### src/rtl/lpc_reg_bank.sv
// LPC-side register bank: per-bit R/W, W1C, read-clear, HW-live and HW-sticky-set attributes,
// registered read port and status/enable interrupt. Optional write lock: define LPC_REG_WRLOCK_EN.

module lpc_reg_bank_reg #(
  parameter logic [7:0] RST   = 8'h00,
  parameter logic [7:0] WRM   = 8'hFF,
  parameter logic [7:0] W1CM  = 8'h00,
  parameter logic [7:0] RCM   = 8'h00,
  parameter logic [7:0] LIVEM = 8'h00
) (
  input  logic       i_clk,
  input  logic       i_rst_n,
  input  logic       i_wr,
  input  logic       i_rd,
  input  logic [7:0] i_din,
  input  logic [7:0] i_hwset,
  input  logic [7:0] i_hwlive,
  output logic [7:0] o_q
);
  // W1C takes precedence, so plain-write bits exclude W1C bits
  localparam logic [7:0] WRB = WRM & ~W1CM;

  logic [7:0] r_q;
  logic [7:0] w_nxt;

  always_comb begin
    w_nxt = r_q;
    if (i_wr)
      w_nxt = (r_q & ~(W1CM & i_din) & ~WRB) | (i_din & WRB);
    if (i_rd)
      w_nxt = w_nxt & ~RCM;
    w_nxt = w_nxt | i_hwset;
    w_nxt = (w_nxt & ~LIVEM) | (i_hwlive & LIVEM);
  end

  always_ff @(posedge i_clk) begin
    if (!i_rst_n) r_q <= RST;
    else          r_q <= w_nxt;
  end

  assign o_q = r_q;
endmodule

module lpc_reg_bank #(
  parameter int                      NUM_REGS      = 32,
  parameter int                      ADDR_W        = 8,
  parameter logic [NUM_REGS*8-1:0]   RST_VAL       = '0,
  parameter logic [NUM_REGS*8-1:0]   WR_MASK       = '1,
  parameter logic [NUM_REGS*8-1:0]   W1C_MASK      = '0,
  parameter logic [NUM_REGS*8-1:0]   RC_MASK       = '0,
  parameter logic [NUM_REGS*8-1:0]   LIVE_MASK     = '0,
  parameter int                      IRQ_STAT_ADDR = 8'h0B,
  parameter int                      IRQ_EN_ADDR   = 8'h09,
  parameter int                      LOCK_ADDR     = 8'h04,
  parameter int                      LOCK_BIT      = 4,
  parameter logic [NUM_REGS-1:0]     LOCK_MASK     = '0
) (
  input  logic                  i_LpcClock,
  input  logic                  i_PciReset,
  input  logic [ADDR_W-1:0]     i_Addr,
  input  logic                  i_Wr,
  input  logic                  i_Rd,
  input  logic [7:0]            i_DataWr,
  input  logic [NUM_REGS*8-1:0] i_HwSet,
  input  logic [NUM_REGS*8-1:0] i_HwLive,
  output logic [NUM_REGS*8-1:0] o_RegOut,
  output logic [7:0]            o_RdData,
  output logic                  o_RdValid,
  output logic                  o_Irq
);
`ifdef LPC_REG_WRLOCK_EN
  localparam bit LOCK_EN = 1'b1;
`else
  localparam bit LOCK_EN = 1'b0;
`endif
  localparam int                NSLOT    = 2**ADDR_W;
  localparam logic [ADDR_W-1:0] STAT_IDX = ADDR_W'(IRQ_STAT_ADDR);
  localparam logic [ADDR_W-1:0] EN_IDX   = ADDR_W'(IRQ_EN_ADDR);
  localparam logic [ADDR_W-1:0] LOCK_IDX = ADDR_W'(LOCK_ADDR);
  // The lock register always protects itself so only reset can drop the lock
  localparam logic [NUM_REGS-1:0] PROT   = LOCK_MASK | (NUM_REGS'(1) << LOCK_ADDR);

  logic [NSLOT-1:0][7:0]   w_rdmux;
  logic [NUM_REGS-1:0]     w_wr_hit;
  logic [NUM_REGS-1:0]     w_rd_hit;
  logic                    w_lock;
  logic [7:0]              r_RdData;
  logic                    r_RdValid;
  logic                    r_Irq;

  assign w_lock = LOCK_EN & w_rdmux[LOCK_IDX][LOCK_BIT];

  genvar k;
  generate
    for (k = 0; k < NUM_REGS; k++) begin : g_reg
      assign w_wr_hit[k] = i_Wr & (i_Addr == ADDR_W'(k)) & ~(w_lock & PROT[k]);
      assign w_rd_hit[k] = i_Rd & (i_Addr == ADDR_W'(k));

      lpc_reg_bank_reg #(
        .RST  (RST_VAL  [8*k +: 8]),
        .WRM  (WR_MASK  [8*k +: 8]),
        .W1CM (W1C_MASK [8*k +: 8]),
        .RCM  (RC_MASK  [8*k +: 8]),
        .LIVEM(LIVE_MASK[8*k +: 8])
      ) u_reg (
        .i_clk   (i_LpcClock),
        .i_rst_n (i_PciReset),
        .i_wr    (w_wr_hit[k]),
        .i_rd    (w_rd_hit[k]),
        .i_din   (i_DataWr),
        .i_hwset (i_HwSet [8*k +: 8]),
        .i_hwlive(i_HwLive[8*k +: 8]),
        .o_q     (o_RegOut[8*k +: 8])
      );
    end

    // Unpopulated address slots read back as all-ones
    for (k = 0; k < NSLOT; k++) begin : g_mux
      if (k < NUM_REGS) begin : g_pop
        assign w_rdmux[k] = o_RegOut[8*k +: 8];
      end else begin : g_empty
        assign w_rdmux[k] = 8'hFF;
      end
    end
  endgenerate

  always_ff @(posedge i_LpcClock) begin
    if (!i_PciReset) begin
      r_RdData  <= 8'h00;
      r_RdValid <= 1'b0;
      r_Irq     <= 1'b0;
    end else begin
      r_RdValid <= i_Rd;
      if (i_Rd) r_RdData <= w_rdmux[i_Addr];
      r_Irq     <= |(w_rdmux[STAT_IDX] & w_rdmux[EN_IDX]);
    end
  end

  assign o_RdData  = r_RdData;
  assign o_RdValid = r_RdValid;
  assign o_Irq     = r_Irq;
endmodule

### config.mk
export PLATFORM = sky130hd
export DESIGN_NAME = lpc_reg_bank
export DESIGN_NICKNAME = d
export VERILOG_FILES = /design/src/rtl/lpc_reg_bank.sv
export SDC_FILE = /design/constraint.sdc
export NUM_CORES = 1
export LEC_CHECK = 0
export ABC_AREA = 1
export BUFFER_PORTS_ARGS = -buffer_cell sky130_fd_sc_hd__clkbuf_2
export CAP_MARGIN = 25
export CORE_AREA = 5 5 307 309
export DETAILED_ROUTE_END_ITERATION = 12
export DIE_AREA = 0 0 312 314
export HOLD_SLACK_MARGIN = 0.06
export PLACE_DENSITY = 0.41
export SYNTH_ARGS = -nofsm -noshare
export SYNTH_HDL_FRONTEND = slang
export SYNTH_HIERARCHICAL = 1
export SYNTH_SLANG_ARGS = --single-unit
### constraint.sdc
create_clock -name i_LpcClock -period 2.3 [get_ports i_LpcClock]
set_clock_uncertainty 0.15 [all_clocks]
set_input_delay 0.115 -clock i_LpcClock [delete_from_list [all_inputs] [get_ports i_LpcClock]]
set_output_delay 0.115 -clock i_LpcClock [all_outputs]
set_load 0.01 [all_outputs]
==> results.json <==
{
  "cp-start-kind": "flip-flop",
  "fmaxAchievable_ghz": 0.463,
  "drv_slew": 0,
  "place_congestion": 0.842,
  "grt_pass1_vias": 19800,
  "required_ps": 2650,
  "hp-start": "i_Addr[7]",
  "maxCapViolations": 0,
  "die_area_mm2": 0.0980,
  "first_iter_violations": 1488,
  "routed_wl_um": 97800,
  "dp_hpwl_um": 73300,
  "finalCritPeriodShare_pct": 94.0,
  "grt_usage_pct": 19.2,
  "wl_per_cell_um": 19.3,
  "first_pass_iters": 5,
  "drcViolationCount": 0,
  "tightestPinTransition_ps": 596,
  "ys_warn_count": 6,
  "cts_tree": "yes",
  "cp.arrival_ps": 2520,
  "syn-num-nets": 3301,
  "status": "finished, final reports clean",
  "final_net_count": 4380,
  "via_per_inst": 4.00,
  "syn_avg_cell_area_um2": 5.71,
  "synthesis.area_mm2": 0.0158,
  "cp-end-kind": "flip-flop",
  "worstSetupPathType": "flip-flop to flip-flop",
  "setup_viol": 0,
  "ant_nets": 0,
  "floorplan.initialDensity_pct": 17.3,
  "core_mm2": 0.0911,
  "root_buffer": "clkbuf_16",
  "synth_cells": 2769,
  "grt_pass1_wl_um": 139000,
  "clock_latency_ps": 580,
  "power.density_mw_per_mm2": 565,
  "p_leak_nw": 14.8,
  "grt_max_degree": 83,
  "crit_fanout": 3,
  "rows": 111,
  "grt_overflow": 0,
  "worstReg2RegStart": "g_reg[20].u_reg/o_q[5]$_SDFF_PN0_",
  "cts_buffers": 38,
  "finalCriticalPeriod_ps": 2160,
  "clock_sinks": 266,
  "drive_above_1_share_pct": 26.6,
  "dieHeight_um": 314,
  "postCtsSetupBuffers": 0,
  "hold_class": "primary input to flip-flop",
  "numPortBuffers": 541,
  "cp-startpoint": "g_reg[20].u_reg/o_q[5]$_SDFF_PN0_",
  "ctsResizeCount": 0,
  "tns_ps": 0,
  "grt_antenna_before_repair": 12,
  "clkTransAtPathRegs_ps": 60,
  "h-tree-depth": 2,
  "slew_headroom_pct": 60.1,
  "placed_cells": 4472,
  "hold_viol": 0,
  "grt_setup_unrepaired": "no",
  "syn_to_final_growth_pct": 68.9,
  "die_width_um": 312,
  "final_cells": 5064,
  "vdd_ir_drop_max_v": 0.000414,
  "io_pins": 798,
  "vias": 20300,
  "clock_path_buffers": 3
}
## where the power goes
| part | total (mW) | internal [mW] | switching (mW) |
|---|---|---|---|
| sequential | 5.36 | 4.95 | 0.408 |
| clock | 6.20 | 3.70 | 2.50 |
| combinational | 3.52 | 1.61 | 1.91 |
## layout make-up
cell class                 instances  area (µm²)
antenna                            5        12.5
clock buffer                      50        1100
clock inverter                    15         179
fill                           10200       64400
inverter                         598        2410
multi-input combinational       1790        7260
sequential                       266        5330
tap                             1186        1480
timing repair buffer            1154        8930
## sequential cells by signal, summed over array words and instances (netlist names)
| register | count |
|---|---|
| o_RdData | 8 |
| o_RdValid | 1 |
| g.u_reg/o_q | 256 |
| o_Irq | 1 |
## critical path, stage by stage (launching register included)
cell and delay (ps):
dfxtp_1 370, nand2_1 70, nand2_1 210, nand2_1 190, nand3_1 110, nand2_1 120
nand2_1 80, inv_1 30, nand2_1 50, nand2_1 40, dlygate4sd3_1 550, a21oi_1 120
## through the flow
stage | utilization [%] | power [mW] | hold WS, ps | cell area (µm²) | worst slack [ps]
after floorplan | - | 6.53 | 62.6 | 15800 | 645
after global placement | 22.1 | 8.21 | 247 | 20200 | 182
after detailed placement | 22.1 | 8.21 | 249 | 20200 | 171
after CTS | 29.3 | 15.3 | 65.0 | 26700 | 168
after global routing | 29.3 | 15.8 | 159 | 26700 | 26.8
final | 29.3 | 15.1 | 109 | 26700 | 138
## per-layer routing
metal  GRT usage (%)  vias up  wire, µm
met5               0        -        88
met4            4.62       14      2380
met3            4.11      119      6300
met2            29.8      656     41800
met1            27.2     9311     47200
li1                -    10200         -
## timing repair
item                                    4_1_cts  5_1_grt
endpoints found under the setup margin        0        0
endpoints found under the hold margin       266        0
hold buffers                                522        0
## layout by cell type, fill, tap and decap left out, drive strengths merged
| cell type | count |
|---|---|
| a21boi | 1 |
| a21oi | 19 |
| a221oi | 2 |
| a22o | 2 |
| buf | 93 |
| bufinv | 3 |
| clkbuf | 589 |
| clkinv | 10 |
| clkinvlp | 1 |
| dfxtp | 266 |
| diode | 5 |
| dlygate4sd3 | 522 |
| inv | 599 |
| nand2 | 1291 |
| nand3 | 280 |
| nor2 | 186 |
| nor4 | 1 |
| o21ai | 8 |
## final timing paths
path         slack (ps)  cells past startpoint                       end
max reg2reg         140                     11  o_RdData[5]$_SDFFE_PN0P_
max                 140                     11  o_RdData[5]$_SDFFE_PN0P_
min reg2reg         380                      2  o_RdData[3]$_SDFFE_PN0P_
min                 110                      6  o_RdData[0]$_SDFFE_PN0P_
Power figures use the tool's default switching activity.
